<file path="src/rtl/fetch_queue_pkg.sv">
// rtl/fetch_queue_pkg.sv - shared defaults and control-word indices for the fetch queue
package fetch_queue_pkg;

  localparam int FQ_DEPTH = 4;
  localparam int FQ_W     = 32;

  // Control-word bit positions for taken jump and branch, used to build flush.
  localparam int CTRL_W = 16;
  localparam int JP_IDX = 5;
  localparam int BR_IDX = 6;

  function automatic logic fq_flush(input logic [CTRL_W-1:0] ctrl, input logic taken);
    return ctrl[JP_IDX] | (ctrl[BR_IDX] & taken);
  endfunction

endpackage

</file>
<file path="src/rtl/fq_storage.sv">
// rtl/fq_storage.sv - register-array RAM, one write port, one asynchronous read port
module fq_storage #(
  parameter int DEPTH = 4,
  parameter int DW    = 64
) (
  input  logic                     clk,
  input  logic                     we,
  input  logic [$clog2(DEPTH)-1:0] waddr,
  input  logic [DW-1:0]            wdata,
  input  logic [$clog2(DEPTH)-1:0] raddr,
  output logic [DW-1:0]            rdata
);

  logic [DW-1:0] mem [DEPTH];

  // Contents are not reset; the pointers and count define what is valid.
  always_ff @(posedge clk) begin
    if (we) mem[waddr] <= wdata;
  end

  assign rdata = mem[raddr];

endmodule

</file>
<file path="src/rtl/fetch_queue.sv">
// rtl/fetch_queue.sv - in-order fetch-to-decode instruction queue with flush and back-pressure
module fetch_queue
  import fetch_queue_pkg::*;
#(
  parameter int DEPTH = FQ_DEPTH,
  parameter int W     = FQ_W
) (
  input  logic                   clk,
  input  logic                   rst,
  input  logic                   in_valid,
  input  logic [W-1:0]           in_pc,
  input  logic [W-1:0]           in_insn,
  input  logic                   flush,
  output logic                   fetch_stall,
  output logic                   out_valid,
  output logic [W-1:0]           out_pc,
  output logic [W-1:0]           out_insn,
  input  logic                   out_ready,
  output logic [$clog2(DEPTH):0] count,
  output logic                   overflow
);

  localparam int AW = $clog2(DEPTH);
  localparam logic [AW:0] FULL_CNT  = (AW+1)'(DEPTH);
  localparam logic [AW:0] STALL_CNT = (AW+1)'(DEPTH - 1);

  logic [AW-1:0]  wr_ptr, rd_ptr;
  logic [2*W-1:0] rdata;
  logic           push, pop, drop;

  assign out_valid = (count != '0);
  assign pop  = out_valid & out_ready & ~flush;
  assign push = in_valid & ~flush & ((count < FULL_CNT) | pop);
  assign drop = in_valid & ~flush & (count == FULL_CNT) & ~pop;

  // Threshold leaves room for the word already in flight from the one-cycle memory.
  assign fetch_stall = (count >= STALL_CNT);

  assign out_pc   = out_valid ? rdata[2*W-1:W] : '0;
  assign out_insn = out_valid ? rdata[W-1:0]   : '0;

  fq_storage #(.DEPTH(DEPTH), .DW(2*W)) u_storage (
    .clk   (clk),
    .we    (push),
    .waddr (wr_ptr),
    .wdata ({in_pc, in_insn}),
    .raddr (rd_ptr),
    .rdata (rdata)
  );

  always_ff @(posedge clk or posedge rst) begin
    if (rst) begin
      wr_ptr   <= '0;
      rd_ptr   <= '0;
      count    <= '0;
      overflow <= 1'b0;
    end else begin
      if (drop) overflow <= 1'b1;
      if (flush) begin
        wr_ptr <= '0;
        rd_ptr <= '0;
        count  <= '0;
      end else begin
        if (push) wr_ptr <= wr_ptr + AW'(1);
        if (pop)  rd_ptr <= rd_ptr + AW'(1);
        case ({push, pop})
          2'b10:   count <= count + (AW+1)'(1);
          2'b01:   count <= count - (AW+1)'(1);
          default: count <= count;
        endcase
      end
    end
  end

endmodule
</file>
<file path="config.mk">
export PLATFORM = sky130hd
export DESIGN_NAME = fetch_queue
export DESIGN_NICKNAME = d
export VERILOG_FILES = /design/src/rtl/fetch_queue_pkg.sv /design/src/rtl/fq_storage.sv /design/src/rtl/fetch_queue.sv
export SDC_FILE = /design/constraint.sdc
export NUM_CORES = 1
export LEC_CHECK = 0
export BUFFER_PORTS_ARGS = -buffer_cell sky130_fd_sc_hd__buf_2
export CAP_MARGIN = 30
export CORE_UTILIZATION = 35
export CTS_CLUSTER_DIAMETER = 80
export DETAILED_ROUTE_END_ITERATION = 16
export GPL_TIMING_DRIVEN = 0
export PLACE_DENSITY_LB_ADDON = 0.3
export SLEW_MARGIN = 30
export SYNTH_ARGS = -nofsm -noshare
export SYNTH_HDL_FRONTEND = slang
export SYNTH_SLANG_ARGS = --single-unit
</file>
<file path="constraint.sdc">
create_clock -name clk -period 5.2 [get_ports clk]
set_input_delay 1.04 -clock clk [delete_from_list [all_inputs] [get_ports clk]]
set_output_delay 1.04 -clock clk [all_outputs]
set_load 0.02 [all_outputs]
</file>
==> run summary, run 1 <==
layout cell share with drive strength beyond 1 -> 0.402
maximum vdd drop -> 181 µV
H-tree depth -> 1
GRT met3 Usage -> 0.0237
clk sinks -> 264
IO Pins -> 139
Longest Clk Path Bufs -> 3
Max Clock Skew -> 0.0170 ns
arrival time worst endpoint -> 2.71 ns
R2R cell count -> 7
Leak Pwr -> 0.00430 µW
DRT Pass-1 Iters -> 4
vias in the first global route -> 5,576
Syn Area/Cell -> 21.6 µm²
EDFF count, synth -> 256
Syn Inst Count -> 475
Initial Util -> 0.357
worst hold path type -> input pin to async pin
first-iteration detailed-routing DRC count -> 293
die area -> 0.0300 mm²
count of pins over their slew limit -> 0
Synth area leader -> edfxtp_1
DR DRC count -> 0
Area growth syn-to-layout -> 20.9%
WL/cell -> 19.2 µm
area of the core -> 0.0288 mm²
crit path capture type -> primary output
CTS Hold Bufs -> 0
clock power share -> 0.373
clk_lat worst skew -> 0.54 ns
Final period util -> 0.721
FF-to-FF setup slack -> 2.61 ns
first-pass GRT wire length -> 31,500 µm
die height -> 173 µm
Sequential Power Share -> 0.469
vias per cell -> 4.85
pre-CTS setup slack -> 1.92 ns
Internal -> 3890 µW
met1 Use GR -> 0.176
slew margin rel. -> 0.535
post-CTS setup buffers -> 0
final hold violations -> 0
GRT Resource Usage Total -> 0.136
Switching Power -> 1260 µW
PortBufs -> 137
#FFs+latches synth -> 264
detailed-route wire length -> 20,100 µm
met2 Use GR -> 0.238
RSZ-0062 raised after global routing -> no
sw frac -> 0.245
Synth top area share -> 0.749
outcome -> complete, no violations
FFs w/ async S/R, synth -> 0.0303
Tot Pwr -> 5150 µW
Startpoint Class -> flop
hold slack final -> 0.460 ns
combinational share of power -> 0.158
initial antenna violation count -> 0
setup_tns -> 0 ns
Crit Path Category -> flop to primary output
Clock transition at path regs -> 0.06 ns
grt total ovfl -> 0
CTS Buf Count -> 27
Max Fclk -> 0.267 GHz
RR Endpoint -> count[1]$_DFFE_PP0P_
Filler Cells Inserted -> 2,526
Tmin final -> 3.75 ns
register area share after synthesis -> 0.768
Cell Rows -> 62
CP max FO -> 11
Synth Flop Type -> edfxtp_1
largest net degree at the start of global routing -> 34
Ys Warns -> 0
Syn Nets -> 549
Final #Nets -> 719
post-detail-place hpwl -> 12,500 µm
Root Driver -> clkbuf_16
Die Span X -> 173 µm
Antenna Violating Nets Remaining -> 0
final setup vio count -> 0
via count -> 5,070
worst slew pin tran -> 0.698 ns
layer with the highest usage -> met2
Mapped Area -> 0.0103 mm²
Placer Congestion -> 0.780
CTS tree -> yes
CP required -> 4.16 ns
synth top area cells -> edfxtp_1 75%, mux4_2 14%, and2_1 3.9%
most frequent cells after synthesis -> 256 x edfxtp_1, 64 x and2_1, 64 x mux4_2
final setup margin -> 1.45 ns
Synth cell types -> 35
worst r2r src -> count[2]$_DFFE_PP0P_
post_cts resized -> 0
most frequent cell after synthesis -> edfxtp_1
PwrDens -> 415 mW/mm²
MaxCap Viol Count -> 0
[worst max path at each step]
stage	from	to	slack [ns]	depth (start not counted)
2_1_floorplan	in_valid	u_storage.mem[0][0]$_DFFE_PP_	1.66	3
3_3_place_gp	in_valid	u_storage.mem[3][11]$_DFFE_PP_	0.25	4
3_5_place_dp	count[1]$_DFFE_PP0P_	out_pc[21]	1.92	7
4_1_cts	count[1]$_DFFE_PP0P_	out_insn[4]	1.33	7
5_1_grt	count[0]$_DFFE_PP0P_	out_pc[19]	1.15	7
6_report	count[1]$_DFFE_PP0P_	out_insn[0]	1.45	7
[flip-flops by register name, summed over array words and instances (netlist names)]
name and flops:
u_storage.mem 256, wr_ptr 2, rd_ptr 2, overflow 1, count 3
[routing by layer]
| layer | routed length [µm] | share of wire |
|---|---|---|
| met5 | 0 | 0 |
| met4 | 354 | 0.018 |
| met3 | 944 | 0.047 |
| met2 | 10200 | 0.51 |
| met1 | 8580 | 0.43 |
[power by group through the flow]
| stage | clock network [µW] | registers [µW] | logic (µW) |
|---|---|---|---|
| global placement | 0 | 2470 | 812 |
| CTS | 1970 | 2420 | 836 |
| floorplan | 0 | 2470 | 541 |
| detailed placement | 0 | 2460 | 834 |
| global route | 2060 | 2420 | 888 |
| finish | 1920 | 2420 | 814 |
[worst max-delay path: stages, from the launching register on]
cell and delay [ns]:
dfrtp_1 0.40, buf_2 0.23, nor3_2 0.09, inv_1 0.08, clkbuf_1 0.54, clkbuf_1 0.43, and2_1 0.23, buf_2 0.17
[kinds of logic (layout without fill, tap and decap cells)]
kind of cell	Yosys count	after routing	share of synthesized area
flops	264	264	0.768
buf+inv	32	218	0.0167
xor+xnor	2	2	0.00171
compound gates	19	19	0.0123
fa+ha+maj	5	5	0.00683
mux	65	65	0.141
simple gates	88	88	0.0525
other cells	0	1	0
[through the flow]
| step | cell area (µm²) | cells | utilization |
|---|---|---|---|
| after CTS | 12400 | 1045 | 0.431 |
| after detailed placement | 11500 | 1000 | 0.401 |
| after floorplan | 10300 | 475 | - |
| after global placement | 11400 | 996 | 0.397 |
| after global routing | 12400 | 1045 | 0.431 |
| final | 12400 | 1046 | 0.431 |
[placed cells by master, fill, tap and decap left out, drive strengths merged, types with 5 or more instances in the layout]
cell | synthesis | final
a21oi | 6 | 6
and2 | 64 | 64
buf | 16 | 157
clkbuf | 11 | 41
clkinv | 0 | 8
dfrtp | 8 | 8
edfxtp | 256 | 256
inv | 5 | 6
mux4 | 64 | 64
nor2 | 5 | 5
[area by class of cell]
cell class	count	area [µm²]	area share
clock buffers	30	687	0.0553
flip-flops and latches	264	7890	0.635
multi-input cells	179	2220	0.179
repair buffers	141	766	0.0617
plain buffers	27	153	0.0123
inverters	5	18.8	0.00151
well taps	384	480	0.0387
diodes	1	2.50	0.000202
clock inverters	15	194	0.0156
Power figures use the tool's default switching activity.
==> inputs of run 2 (changes only) <==
- ABC_AREA: unset -> 1
- clock period: 5.2 -> 3.8 ns (I/O delays scaled with it)
==> run summary, run 2 <==
most frequent cell after synthesis -> nor2_1 (was edfxtp_1)
worst r2r src -> count[2]$_DFFE_PP0P_ (unchanged)
vias in the first global route -> 6,615 (was 5,576)
Synth top area share -> 0.735 (was 0.749)
RSZ-0062 raised after global routing -> no (unchanged)
EDFF count, synth -> 256 (unchanged)
CTS tree -> yes (unchanged)
IO Pins -> 139 (unchanged)
Root Driver -> clkbuf_16 (unchanged)
post_cts resized -> 0 (unchanged)
Final period util -> 0.784
Largest stage delay, worst path -> 0.37 ns (was 0.54 ns)
Crit Path Category -> flop to primary output (unchanged)
Synth area leader -> edfxtp_1 (unchanged)
Initial Util -> 0.360 (was 0.357)
#FFs+latches synth -> 264 (unchanged)
final setup margin -> 0.823 ns (was 1.45 ns)
die area -> 0.0306 mm² (was 0.0300 mm²)
GRT Resource Usage Total -> 0.163 (was 0.136)
PortBufs -> 138 (was 137)
Syn Inst Count -> 826 (was 475)
most frequent cells in the layout -> 262 x nor2_1, 256 x edfxtp_1, 155 x buf_2 (was 256 x edfxtp_1, 148 x buf_2, 64 x mux4_2, 64 x and2_1, 27 x clkbuf_16)
worst hold path type -> input pin to async pin (unchanged)
area of the core -> 0.0291 mm² (was 0.0288 mm²)
outcome -> complete, no violations (unchanged)
largest net degree at the start of global routing -> 20 (was 34)
clk sinks -> 264 (unchanged)
setup_tns -> 0 ns (unchanged)
final setup vio count -> 0 (unchanged)
CTS Buf Count -> 28 (was 27)
DR DRC count -> 0 (unchanged)
MaxCap Viol Count -> 0 (unchanged)
Die Span X -> 175 µm (was 173 µm)
Max Fclk -> 0.336 GHz
final hold violations -> 0 (unchanged)
vias per cell -> 4.70 (was 4.85)
DRT Pass-1 Iters -> 6 (was 4)
Largest Register -> u_storage.mem (unchanged)
Antenna Violating Nets Remaining -> 0 (unchanged)
Startpoint Class -> flop (unchanged)
Final Util -> 0.443 (was 0.431)
layout cell share with drive strength beyond 1 -> 0.241 (was 0.402)
post-detail-place hpwl -> 16,000 µm (was 12,500 µm)
Cell Chain, Critical Path -> buf_6 > inv_2 > buf_4 > clkbuf_2 > o21ai_0 > a21oi_1 > buf_2 (was buf_2 > nor3_2 > inv_1 > clkbuf_1 > clkbuf_1 > and2_1 > buf_2)
Syn Area/Cell -> 12.7 µm² (was 21.6 µm²)
Synth cell types -> 24 (was 35)
slew margin rel. -> 0.557 (was 0.535)
pre-CTS setup slack -> 1.13 ns (was 1.92 ns)
H-tree depth -> 1 (unchanged)
Final #Nets -> 1,083 (was 719)
slowest cell on the critical path -> dfrtp_1 (was clkbuf_1)
Cell Rows -> 62 (unchanged)
Syn Nets -> 900 (was 549)
Max Clock Skew -> 0.0154 ns (was 0.0170 ns)
count of pins over their slew limit -> 0 (unchanged)
Clock transition at path regs -> 0.06 ns (about the same)
via count -> 6,641 (was 5,070)
first-pass GRT wire length -> 37,800 µm (was 31,500 µm)
die height -> 175 µm (was 173 µm)
Tmin final -> 2.98 ns
Synth Flop Type -> edfxtp_1 (unchanged)
Leak Pwr -> 0.00474 µW (was 0.00430 µW)
Longest Clk Path Bufs -> 3 (unchanged)
Area growth syn-to-layout -> 23.3% (was 20.9%)
CTS Hold Bufs -> 0 (unchanged)
CP required -> 3.04 ns (was 4.16 ns)
WL/cell -> 17.7 µm (was 19.2 µm)
maximum vdd drop -> 366 µV (was 181 µV)
register area share after synthesis -> 0.754 (was 0.768)
dpl cells -> 1,363 (was 1,000)
crit path capture type -> primary output (unchanged)
Mapped Area -> 0.0105 mm² (was 0.0103 mm²)
post-CTS setup buffers -> 0 (unchanged)
FFs w/ async S/R, synth -> 0.0303 (unchanged)
PwrDens -> 686 mW/mm² (was 415 mW/mm²)
commonest non-fill, non-tap cell in the layout -> nor2_1 (was edfxtp_1)
top flop regs -> u_storage.mem: 256 flops, count: 3 flops (unchanged)
Critical path origin -> rd_ptr[0]$_DFFE_PP0P_ (was count[1]$_DFFE_PP0P_)
Ys Warns -> 0 (unchanged)
synth top area cells -> edfxtp_1 73%, nor2_1 9.5%, o21ai_1 3.5% (was edfxtp_1 75%, mux4_2 14%, and2_1 3.9%)
initial antenna violation count -> 4 (was 0)
max reg flops -> 256 (unchanged)
most frequent cells after synthesis -> 266 x nor2_1, 256 x edfxtp_1, 74 x o21ai_1 (was 256 x edfxtp_1, 64 x and2_1, 64 x mux4_2)
detailed-route wire length -> 24,900 µm (was 20,100 µm)
clk_lat worst skew -> 0.53 ns (was 0.54 ns)
CP max FO -> 10 (was 11)
FF-to-FF setup slack -> 1.74 ns (was 2.61 ns)
Tot Pwr -> 8850 µW (was 5150 µW)
Placer Congestion -> 0.734 (was 0.780)
grt total ovfl -> 0 (unchanged)
arrival time worst endpoint -> 2.22 ns (was 2.71 ns)
first-iteration detailed-routing DRC count -> 436 (was 293)
worst slew pin tran -> 0.663 ns (was 0.698 ns)
Cell Count, Final, Fillers Out -> 1,413 (was 1,046)
-- run 2: logic make-up (layout without fill, tap and decap cells) --
group | count (synthesis) | in the layout | synth area share
buffers and inverters | 67 | 267 | 0.0372
AOI/OAI and AO/OA | 199 | 199 | 0.0958
other | 0 | 3 | 0
DFF | 264 | 264 | 0.754
and+or+nand+nor | 290 | 290 | 0.106
xor gates and xnor gates | 1 | 1 | 0.000837
adders and majority gates | 5 | 5 | 0.00670
-- run 2: worst paths after layout --
path / end / cells past startpoint
setup / recovery: out_pc[8] / 7
hold / removal: count[1]$_DFFE_PP0P_ / 2
setup reg to reg: u_storage.mem[0][12]$_DFFE_PP_ / 5
hold reg to reg: overflow$_DFFE_PP0P_ / 1
max in group asynchronous: wr_ptr[1]$_DFFE_PP0P_ / 2
min in group clk: u_storage.mem[3][24]$_DFFE_PP_ / 1
-- run 2: power by group --
group | leakage, µW | internal (µW) | switching, µW
Combinational | 0.00191 | 924 | 2040
Sequential | 0.00243 | 3390 | 58.6
Clock | 0.000398 | 1370 | 1070
Total | 0.00474 | 5690 | 3170
-- run 2: layout make-up --
cell class | count | area, µm²
antenna | 3 | 7.51
buffer | 50 | 325
clock buffer | 32 | 737
clock inverter | 15 | 76.3
fill | 2645 | 16200
inverter | 17 | 63.8
multi-input combinational | 495 | 2220
sequential | 264 | 7890
tap | 384 | 480
timing repair buffer | 153 | 1100
-- run 2: routing by layer --
metal | GRT usage | wire length, µm | share of wire | vias up
li1 | - | - | - | 3286
met1 | 0.212 | 11000 | 0.44 | 3188
met2 | 0.276 | 12200 | 0.49 | 134
met3 | 0.0339 | 1300 | 0.052 | 31
met4 | 0.0446 | 442 | 0.018 | 2
met5 | 0 | 8 | 0.00032 | -
-- run 2: per-stage QoR --
| step | hold WS, ns | cell area (µm²) |
|---|---|---|
| floorplan | 0.576 | 10500 |
| global placement | 0.463 | 11600 |
| detailed placement | 0.462 | 12100 |
| CTS | 0.160 | 12900 |
| global route | 0.188 | 12900 |
| finish | 0.169 | 12900 |
-- run 2: critical path: cells and delay by family (launching register included) --
family,cells,cell delay [ns]
compound gates,2,0.40
flops,1,0.37
buf+inv,5,0.90
